==> config.mk <==
export PLATFORM = sky130hd
export DESIGN_NAME = if_stage_q
export DESIGN_NICKNAME = d
export VERILOG_FILES = /design/src/rtl/if_stage_q.sv
export SDC_FILE = /design/constraint.sdc
export NUM_CORES = 1
export LEC_CHECK = 0
export CAP_MARGIN = 20
export CORE_ASPECT_RATIO = 1.75
export CORE_MARGIN = 2
export CORE_UTILIZATION = 60
export DETAILED_ROUTE_END_ITERATION = 10
export DONT_BUFFER_PORTS = 1
export PLACE_DENSITY = 0.83
export SYNTH_ARGS = -nofsm -noshare
export SYNTH_HDL_FRONTEND = slang
export SYNTH_SLANG_ARGS = --single-unit
==> constraint.sdc <==
create_clock -name clk -period 7.3 [get_ports clk]
set_input_delay 2.19 -clock clk [delete_from_list [all_inputs] [get_ports clk]]
set_output_delay 2.19 -clock clk [all_outputs]
set_load 0.03 [all_outputs]
==> src/rtl/if_stage_q.sv <==
// Instruction fetch stage with a small fetch queue between imem and decode.
// Requests are issued only when the queue is sure to have room for the response.
module if_stage_q #(
  parameter int               XLEN     = 32,
  parameter logic [XLEN-1:0]  RESET_PC = '0,
  parameter int               QDEPTH   = 4
) (
  input  logic                        clk,
  input  logic                        clr,
  input  logic [1:0]                  pcsource,
  input  logic [XLEN-1:0]             bpc,
  input  logic [XLEN-1:0]             jpc,
  input  logic [XLEN-1:0]             rpc,
  output logic                        imem_req,
  output logic [XLEN-1:0]             imem_addr,
  input  logic [XLEN-1:0]             imem_rdata,
  output logic                        id_valid,
  input  logic                        id_ready,
  output logic [XLEN-1:0]             PC,
  output logic [XLEN-1:0]             pc4,
  output logic [XLEN-1:0]             inst,
  output logic [$clog2(QDEPTH):0]     q_count
);
  localparam int PW = $clog2(QDEPTH);
  localparam int CW = PW + 1;

  typedef struct packed {
    logic [XLEN-1:0] addr;
    logic [XLEN-1:0] data;
  } qent_t;

  qent_t           q [QDEPTH];
  qent_t           head;
  logic [XLEN-1:0] fpc, req_addr, tgt;
  logic            inflight, redir, push, pop;
  logic [PW-1:0]   wptr, rptr;
  logic [CW-1:0]   cnt;

  assign redir = (pcsource != 2'b00);
  // Reserve a slot for the outstanding response so a push never hits a full queue.
  assign imem_req  = !clr && !redir &&
                     (({1'b0, cnt} + {{CW{1'b0}}, inflight}) < (CW+1)'(QDEPTH));
  assign imem_addr = fpc;
  assign push      = inflight && !redir;
  assign id_valid  = (cnt != '0);
  assign pop       = id_valid && id_ready;
  assign q_count   = cnt;

  always_comb begin
    tgt = bpc;
    case (pcsource)
      2'b10:   tgt = jpc;
      2'b11:   tgt = rpc;
      default: tgt = bpc;
    endcase
  end

  always_ff @(posedge clk or posedge clr) begin
    if (clr) begin
      fpc      <= RESET_PC;
      req_addr <= '0;
      inflight <= 1'b0;
      wptr     <= '0;
      rptr     <= '0;
      cnt      <= '0;
    end else begin
      inflight <= imem_req;
      if (imem_req) begin
        fpc      <= fpc + XLEN'(4);
        req_addr <= fpc;
      end
      if (redir) begin
        // Redirect flushes everything, including the response landing this cycle.
        fpc  <= tgt & {{(XLEN-2){1'b1}}, 2'b00};
        wptr <= '0;
        rptr <= '0;
        cnt  <= '0;
      end else begin
        if (push) wptr <= wptr + 1'b1;
        if (pop)  rptr <= rptr + 1'b1;
        if (push && !pop)      cnt <= cnt + 1'b1;
        else if (!push && pop) cnt <= cnt - 1'b1;
      end
    end
  end

  always_ff @(posedge clk) begin
    if (push) q[wptr] <= '{addr: req_addr, data: imem_rdata};
  end

  assign head = q[rptr];
  assign PC   = id_valid ? head.addr : '0;
  assign pc4  = id_valid ? head.addr + XLEN'(4) : '0;
  assign inst = id_valid ? head.data : '0;
endmodule

==> impl_results.md, run 1 <==
- Post-synthesis cell type count: between 50 and 60
- Clock transition at path regs: 60 ps
- Clock Skew: ~14 ps
- Critical path class: flop to output port
- Worst Tran Pin Value: 1108 ps
- Part of the power in combinational logic: 7.0%
- Via-to-Cell Ratio: 6.408
- Area Overhead vs Synth: 8.131%
- TNS Setup: 0 ps
- Worst path top cell family by delay: simple AND/OR/NAND/NOR gates
- Final hold slack: between 500 and 600 ps
- Fin nets: 1085
- Vias: 8145
- Mean Syn Cell Area: approximately 15 um2
- CP startpoint kind: flop
- Final Max Slew Viols: 0
- Number of global-route vias before repair: 8052
- H-tree levels: 1
- Synth warn: 0
- HP Class: flop to flop
- TritonCTS clock tree: built
- VDD IR max: roughly 0.00018 V
- Pwr dens: 258.2 mW/mm2
- Fillers: about 1.6k
- CP Buf/Inv Count: 1
- Critical Path RT: 5110 ps
- Run status: finished, final reports clean
- Final ANT Viol Nets: 0
- Final Cycle Share: 90.18%
- Die area: 0.02476 mm2
- Iter 0 DRT Violations: approximately 850
- Crit path cell chain: buf_4 > mux4_1 > and4_1 > nand4_1 > or4_1 > a21oi_1
- First-pass GRT wire length: 46040 um
- Antenna Cells: 0
- Final Wtd Congestion: 0.8398
- Arrival time worst endpoint: 4390 ps
- Post-CTS Setup Bufs: 0
- Slowest stage delay, CP: 970 ps
- Share of the yosys chip area belonging to registers: 64.97%
- Num CTS Buffers: 28
- Worst-case clock buffer depth: 3
- Layout cells sized above 1: 13.86%
- Worst-Skew Late Latency: 550 ps
- Mapped Cells: 957
- Part of the power in registers: 55.3%
- Final Hold Viols: 0
- Drt drc: 0
- Internal Power: 0.002956 W
- Switching pwr: 0.0009750 W
- EDFF count, synth: 248
- Final min period: 6583 ps
- LEAKAGE: 5.183 nW
- CTS sink cnt: roughly 320
- Synth Cell Area: 0.01408 mm2
- Clock Tree Root: clkbuf_16
- Initial Util: 60.59%
- Top-level I/O count: around 270
- Detailed Place HPWL: 19970 um
- RSZ-0062 raised after global routing: false
- Post-synth top flop: edfxtp_1
- Overall power: around 0.0039 W
- Critical path capture point type: output port
- Setup WS post-layout: 717.0 ps
- DRT Pass-1 Iters: 9
- DP Worst Slack: 1271 ps
- Buffers added on ports: 0
- Global route overflow: 0
- GRT Total Usage: 24.18%
- Core Area: 0.02324 mm2
- Die W: 119.8 um
- Die Height: 206.7 um
- Initial antenna violation count: 0
- Clock share of power: 37.6%
- Max cap viols: 0
- Site Rows: 74
- Largest net degree at the start of global routing: 69
- Fmax: approximately 150 MHz
- Post-CTS Hold Buffers: 0
- FFs w/ async S/R, synth: a little over a fifth
- Post-CTS sizing: 0
- Flops & latches, synth: 316
- Sw frac: 24.80%
- Relative slew slack: 26.15%
- CP Max Fanout: 43
- Avg WL per Cell: between 20 and 25 um
- CP max stage cell: dfrtp_4
- Final core utilization: 65.52%
- WL final: around 30000 um
- Final setup viols: 0
final cells by class:
class	instances	area [um2]	share of cell area, %
clock inverters	13	137.6	0.9039
flip-flops and latches	316	9154	60.12
clock buffers	39	783.3	5.144
repair buffers	14	105.1	0.6903
well taps	304	380.4	2.498
inverters	13	48.80	0.3205
multi-input cells	572	4617	30.32
worst register-to-register path, cell delays in order, from the launching register on:
cell,delay (ps)
dfrtp_1,620
nor3_2,100
buf_4,260
inv_2,810
nand2_1,310
and3_1,280
fa_1,390
nor2b_1,120
o2bb2ai_1,130
xnor2_1,140
nor2_1,60
synthesized netlist by cell type, drive strengths merged, types with 13 or more instances:
cell type  instances  area share (%)
mux2i             20             1.4
nand4             17            0.76
o21ai             29             1.0
buf               25             1.2
o31ai             13            0.69
xnor2             16             1.0
nand2            115             3.1
and3              13            0.58
and2              66             2.9
edfxtp           248              53
a21oi             22            0.78
nand3             26            0.92
mux4              72              12
dfrtp             68              12
clkbuf            36            0.96
nor2              48             1.3
state kept, by name, indices dropped and copies added, names as in the netlist:
name / flops
req_addr: 30
imem_addr: 30
q_count: 3
rptr: 2
inflight: 1
wptr: 2
q: 248
final timing paths:
kind | from | endpoint | slack, ps | cells past startpoint
setup reg to reg | q_count[0]$_DFFE_PP0P_ | q_count[2]$_DFFE_PP0P_ | 3960 | 10
min in group asynchronous | clr | q_count[0]$_DFFE_PP0P_ | 1790 | 2
hold reg to reg | req_addr[15]$_DFFE_PP0P_ | q[1][47]$_DFFE_PP_ | 510 | 0
setup / recovery | rptr[0]$_DFFE_PP0P_ | pc4[31] | 720 | 6
hold / removal | req_addr[15]$_DFFE_PP0P_ | q[1][47]$_DFFE_PP_ | 510 | 0
max in group asynchronous | clr | rptr[0]$_DFFE_PP0P_ | 4880 | 2
per-stage QoR:
stage,area [um2],instances
6_report,15230,1271
5_1_grt,15230,1271
4_1_cts,15230,1271
3_5_place_dp,14310,1219
3_3_place_gp,14310,1219
2_1_floorplan,14100,962
power groups by stage:
| stage | clock network, W | registers, W | logic [W] |
|---|---|---|---|
| 2_1_floorplan | 0 | 0.00217 | 0.000250 |
| 5_1_grt | 0.00156 | 0.00219 | 0.000304 |
| 3_3_place_gp | 0 | 0.00221 | 0.000272 |
| 4_1_cts | 0.00150 | 0.00218 | 0.000279 |
| 6_report | 0.00148 | 0.00218 | 0.000277 |
| 3_5_place_dp | 0 | 0.00221 | 0.000277 |
cells by family after synthesis:
group,share of synthesized area (%)
multiplexers,13.66
adder cells (fa/ha/maj),0.6753
other,0.02663
AND/OR/NAND/NOR,11.86
flip-flops,64.97
AO/OA/AOI/OAI,4.727
XOR/XNOR,1.617
buffers and inverters,2.461
placed cells by master, fill, tap and decap left out, types with 4 or more instances in the layout:
master,count
a221oi_1,5
nor4_1,7
conb_1,6
inv_1,10
nand3_1,26
nand2_1,114
o22ai_1,5
ha_1,6
and4_1,8
and3_2,4
o2bb2ai_1,4
xor2_1,10
or4_1,10
edfxtp_1,248
a221o_1,4
a211oi_1,5
dfrtp_1,66
mux2i_1,20
mux2_2,5
nor2_1,48
or3_1,5
nor3_1,10
nand4_1,17
mux4_1,12
clkbuf_1,8
and2_1,66
o31ai_1,13
o21ai_0,29
xnor2_1,16
clkbuf_16,29
mux4_2,60
and3_1,9
a21oi_1,22
buf_4,14
routing by layer:
metal | wire, um | GRT usage [%]
met1 | 10940 | 28.97
met3 | 2332 | 4.148
met4 | 999 | 9.202
met2 | 15850 | 43.78
met5 | 0 | 0
Power figures use the tool's default switching activity.
==> inputs of run 2 (changes only) <==
--- a/config.mk
+++ b/config.mk
@@ -5,13 +5,14 @@
 export SDC_FILE = /design/constraint.sdc
 export NUM_CORES = 1
 export LEC_CHECK = 0
-export CAP_MARGIN = 20
 export CORE_ASPECT_RATIO = 1.75
 export CORE_MARGIN = 2
 export CORE_UTILIZATION = 60
 export DETAILED_ROUTE_END_ITERATION = 10
 export DONT_BUFFER_PORTS = 1
+export MAX_ROUTING_LAYER = met4
 export PLACE_DENSITY = 0.83
+export SKIP_CTS_REPAIR_TIMING = 1
 export SYNTH_ARGS = -nofsm -noshare
 export SYNTH_HDL_FRONTEND = slang
 export SYNTH_SLANG_ARGS = --single-unit
==> run 2 against run 1 <==
Die area stayed put. Cell count stayed put. Wire length decreased by 0.15%. Sequential share of layout area unchanged. Non-clock buffer count unchanged. Global-route usage increased by 0.73 points. Design area did not move. Via count is 0.15% higher. Utilization is the same. Clock-buffer cell count unchanged. Sequential cell count stayed put. Critical path depth stayed put. Highest routed layer unchanged.
==> impl_results.md, run 2 (same netlist as run 1, synthesis figures left out) <==
- Clock Skew: 17.33 ps
- Avg WL per Cell: 23.67 um
- CP Max Fanout: 43
- Part of the power in registers: 55.3%
- Most flop-heavy register: q
- VDD IR max: ~0.00018 V
- DRT Pass-1 Iters: 7
- Pwr dens: 258.1 mW/mm2
- Final Hold Viols: 0
- Final Cycle Share: 89.93%
- Reg2reg setup slack: 3960 ps
- HP Class: flop to flop
- Relative slew slack: 27.14%
- Critical path class: flop to output port
- Vias: 8157
- Number of global-route vias before repair: 8035
- Critical Path RT: 5110 ps
- GR peak layer: met2
- Part of the power in combinational logic: 7.0%
- Worst-case hold path end point: q[1][47]$_DFFE_PP_
- Global route overflow: 0
- Max reg flops: between 200 and 250
- Met3 track demand over resource: 3.984%
- Fin nets: 1085
- Final ANT Viol Nets: 0
- Via-to-Cell Ratio: 6.418
- Critical path capture point type: output port
- Met1 usage: 29.19%
- Worst r2r dst: q_count[2]$_DFFE_PP0P_
- Die Height: approximately 210 um
- Area Overhead vs Synth: 8.131%
- Layout cells sized above 1: around 14%
- Initial antenna violation count: 0
- Clock share of power: 37.6%
- Final min period: 6565 ps
- Fmax: 152.3 MHz
- Arrival time worst endpoint: 4380 ps
- Final hold slack: 514.4 ps
- Final Max Slew Viols: 0
- Final Wtd Congestion: 0.8529
- Clock transition at path regs: 60 ps
- CP startpoint kind: flop
- Detailed Place HPWL: roughly 20000 um
- GR Util met2: 43.71%
- GRT Total Usage: around a quarter
- Antenna Cells: 0
- Hold depth: 0
- Worst Tran Pin Value: 1093 ps
- Final setup viols: 0
- H-tree levels: 1
- Most frequent cells in the layout: edfxtp_1 (248), nand2_1 (114), and2_1 (66), dfrtp_1 (66), mux4_2 (60)
- Max cap viols: 0
- RSZ-0062 raised after global routing: false
- Num CTS Buffers: 28
- WL final: 30080 um
- Hold Crit Start: req_addr[15]$_DFFE_PP0P_
- Worst-case clock buffer depth: 3
- Run status: finished, final reports clean
- CTS sink cnt: 316
- Top-level I/O count: 266
- Reg2reg start: q_count[0]$_DFFE_PP0P_
- TritonCTS clock tree: built
- Drt drc: 0
- Die W: about 120 um
- Fillers: 1599
- Site Rows: 74
- First-pass GRT wire length: 46010 um
- R2R cell count: 10
- Initial Util: 60.59%
- Buffers added on ports: 0
- Worst-Skew Late Latency: around 550 ps
- Iter 0 DRT Violations: 918
- Die area: 0.02476 mm2
- TNS Setup: 0 ps
- Core Area: 0.02324 mm2
- LEAKAGE: 5.183 nW
- Sw frac: 24.80%
- Switching pwr: ~0.00097 W
- Largest net degree at the start of global routing: 69
- Internal Power: 0.002956 W
- Commonest non-fill, non-tap cell in the layout: edfxtp_1
- Clock Tree Root: clkbuf_16
==> run 2: cell counts in the layout (fill, tap and decap cells not counted) <==
Identical to the previous run, type by type.
==> run 2: layer usage <==
metal,vias to the layer above,part of all wire [%]
li1,3639,-
met1,3994,37
met2,444,53
met3,80,7.7
met4,0,3.1
met5,-,0
==> run 2: power by group through the flow <==
stage          registers, W  clock network (W)  logic [W]
6_report            0.00217            0.00148   0.000276
3_3_place_gp        0.00221                  0   0.000272
5_1_grt             0.00219            0.00156   0.000304
4_1_cts             0.00218            0.00150   0.000279
3_5_place_dp        0.00221                  0   0.000277
2_1_floorplan       0.00217                  0   0.000250
==> run 2: worst max path at each step <==
stage,startpoint,end,slack [ps],cells past startpoint
finish,rptr[0]$_DFFE_PP0P_,pc4[31],730,6
global route,rptr[0]$_DFFE_PP0P_,pc4[31],430,6
CTS,rptr[0]$_DFFE_PP0P_,pc4[31],670,6
detailed placement,rptr[0]$_DFFE_PP0P_,pc4[31],1270,6
global placement,rptr[0]$_DFFE_PP0P_,pc4[31],1320,6
floorplan,pcsource[0],imem_req,1130,6
==> run 2: stage by stage <==
| stage | power, W | cell area, um2 | std cells | setup WS [ps] | util (%) |
|---|---|---|---|---|---|
| after CTS | 0.003959 | 15230 | 1271 | 668.3 | 65.52 |
| after global routing | 0.004053 | 15230 | 1271 | 431.7 | 65.52 |
| final | 0.003931 | 15230 | 1271 | 735.0 | 65.52 |
| after global placement | 0.002477 | 14310 | 1219 | 1317 | 61.55 |
| after detailed placement | 0.002491 | 14310 | 1219 | 1271 | 61.55 |
| after floorplan | 0.002420 | 14100 | 962 | 1132 | - |
==> run 2: area by class of cell <==
class	instances	area, um2	share of cell area, %
Clock buffer	39	783.3	5.144
Clock inverter	13	137.6	0.9039
Inverter	13	48.80	0.3205
Multi-Input combinational cell	572	4617	30.32
Sequential cell	316	9154	60.12
Tap cell	304	380.4	2.498
Timing Repair Buffer	14	105.1	0.6903
==> run 2: critical path: stages, from the launching register on <==
cell     delay, ps
dfrtp_4        980
buf_4          540
mux4_1         420
and4_1         340
nand4_1        340
or4_1          590
a21oi_1        590
==> inputs of run 3 (changes only) <==
--- a/config.mk
+++ b/config.mk
@@ -5,13 +5,13 @@
 export SDC_FILE = /design/constraint.sdc
 export NUM_CORES = 1
 export LEC_CHECK = 0
-export CORE_ASPECT_RATIO = 1.75
+export CORE_ASPECT_RATIO = 1.1
 export CORE_MARGIN = 2
-export CORE_UTILIZATION = 60
+export CORE_UTILIZATION = 55
 export DETAILED_ROUTE_END_ITERATION = 10
 export DONT_BUFFER_PORTS = 1
 export MAX_ROUTING_LAYER = met4
-export PLACE_DENSITY = 0.83
+export PLACE_DENSITY = 0.77
 export SKIP_CTS_REPAIR_TIMING = 1
 export SYNTH_ARGS = -nofsm -noshare
 export SYNTH_HDL_FRONTEND = slang
==> run 3 against run 2 <==
Clock skew fell by 8.1 ps. First-iteration DRC count fell by 29%. Critical path depth unchanged. Via count fell by 0.31%. Total power increased by 4.2%. Clock power increased by 10%. Sequential power about the same. Design area increased by 1.3%.
==> impl_results.md, run 3 (same netlist as run 1, synthesis figures left out) <==
- Die W: 156.6 um
- Top-level I/O count: 266
- Slowest stage delay, CP: 800 ps
- Fin nets: 1088
- Avg WL per Cell: 22.48 um
- Worst-case clock buffer depth: 3
- Fmax: 156.9 MHz
- CTS sink cnt: 316
- Most frequent cells in the layout: edfxtp_1 (248), nand2_1 (114), and2_1 (66), dfrtp_1 (66), mux4_2 (60)
- Worst path top cell family by delay: simple AND/OR/NAND/NOR gates
- Die area: 0.02690 mm2
- VDD IR max: 0.0001766 V
- CP max stage cell: dfrtp_2
- Relative slew slack: 31.38%
- CP Max Fanout: 39
- TNS Setup: 0 ps
- Arrival time worst endpoint: 4180 ps
- Final Cycle Share: ~87%
- DP Worst Slack: 1476 ps
- RSZ-0062 raised after global routing: false
- Clock share of power: between 30% and 40%
- Part of the power in combinational logic: 6.8%
- Largest net degree at the start of global routing: between 60 and 70
- Most flop-heavy register: q
- Clock Tree Root: clkbuf_16
- HP Class: flop to flop
- Die Height: 171.8 um
- Clock Skew: ~9.2 ps
- DRT Pass-1 Iters: 6
- Initial antenna violation count: 1
- WL final: 29600 um
- Commonest non-fill, non-tap cell in the layout: edfxtp_1
- Crit path cell chain: buf_4 > mux4_1 > and4_1 > nand4_1 > or4_1 > a21oi_1
- LEAKAGE: 5.270 nW
- Pwr dens: 265.4 mW/mm2
- GRT Total Usage: 22.51%
- TritonCTS clock tree: built
- Area Overhead vs Synth: 9.587%
- Worst Tran Pin Value: slightly above 1000 ps
- Sw frac: 23.45%
- Switching pwr: 0.0009602 W
- Number of global-route vias before repair: 7749
- Clock transition at path regs: 60 ps
- H-tree levels: 1
- Critical path capture point type: output port
- Site Rows: 61
- Final Max Slew Viols: 0
- Critical path class: flop to output port
- First-pass GRT wire length: 44900 um
- CP startpoint kind: flop
- Vias: just over 8k
- Max cap viols: 0
- Final ANT Viol Nets: 0
- Initial Util: between 50% and 60%
- Final setup viols: 0
- Final min period: 6372 ps
- Setup WS post-layout: 927.7 ps
- Detailed Place HPWL: 19640 um
- Internal Power: 0.003135 W
- Iter 0 DRT Violations: 652
- Via-to-Cell Ratio: approximately 6.2
- Final Wtd Congestion: 0.8629
- Worst-Skew Late Latency: about 530 ps
- Global route overflow: 0
- Buffers added on ports: 0
- Max reg flops: 248
- Core Area: around 0.025 mm2
- Drt drc: 0
- Run status: finished, final reports clean
- Num CTS Buffers: 30
- Critical Path RT: 5110 ps
- CP Buf/Inv Count: 1
- Final Hold Viols: 0
- Layout cells sized above 1: 14.23%
- Part of the power in registers: a little over half
run 3: path summary, 6_finish.rpt:
check | startpoint | end | slack [ps] | depth (start not counted)
setup / recovery | rptr[1]$_DFFE_PP0P_ | pc4[31] | 930 | 6
setup reg to reg | q_count[2]$_DFFE_PP0P_ | imem_addr[21]$_DFFE_PP0P_ | 4120 | 7
min in group asynchronous | clr | imem_addr[30]$_DFFE_PP0P_ | 1790 | 2
max in group asynchronous | clr | rptr[0]$_DFFE_PP0P_ | 4870 | 2
hold reg to reg | req_addr[11]$_DFFE_PP0P_ | q[1][43]$_DFFE_PP_ | 510 | 0
hold / removal | req_addr[11]$_DFFE_PP0P_ | q[1][43]$_DFFE_PP_ | 510 | 0
run 3: routing by layer:
| layer | routed length (um) | vias to the layer above | global-route usage, % |
|---|---|---|---|
| met4 | 473 | 0 | 5.146 |
| met5 | 0 | - | - |
| met3 | 2728 | 35 | 4.888 |
| li1 | - | 3646 | - |
| met2 | 14000 | 394 | 35.03 |
| met1 | 12410 | 4057 | 30.99 |
run 3: layout make-up:
type                       instances  area [um2]
sequential                       316        9154
inverter                          13       48.80
tap                              346       432.9
multi-input combinational        572        4617
timing repair buffer              15       112.6
antenna                            1       2.502
clock buffer                      38       864.6
clock inverter                    16       198.9
fill                            1865        9832
run 3: metrics by stage:
| step | util, % | power [W] | instances | instance area (um2) | hold WS, ps |
|---|---|---|---|---|---|
| floorplan | - | 0.002420 | 962 | 14100 | 475.8 |
| global placement | 56.86 | 0.002485 | 1262 | 14370 | 491.7 |
| detailed placement | 56.86 | 0.002498 | 1262 | 14370 | 503.5 |
| CTS | 61.07 | 0.004123 | 1316 | 15430 | 517.3 |
| global route | 61.08 | 0.004239 | 1317 | 15430 | 544.6 |
| finish | 61.08 | 0.004095 | 1317 | 15430 | 513.0 |
run 3: power groups by stage:
stage / clock network [W] / logic, W / registers, W
2_1_floorplan: 0 / 0.000250 / 0.00217
3_3_place_gp: 0 / 0.000272 / 0.00221
3_5_place_dp: 0 / 0.000277 / 0.00222
4_1_cts: 0.00166 / 0.000279 / 0.00218
5_1_grt: 0.00174 / 0.000306 / 0.00220
6_report: 0.00163 / 0.000277 / 0.00218
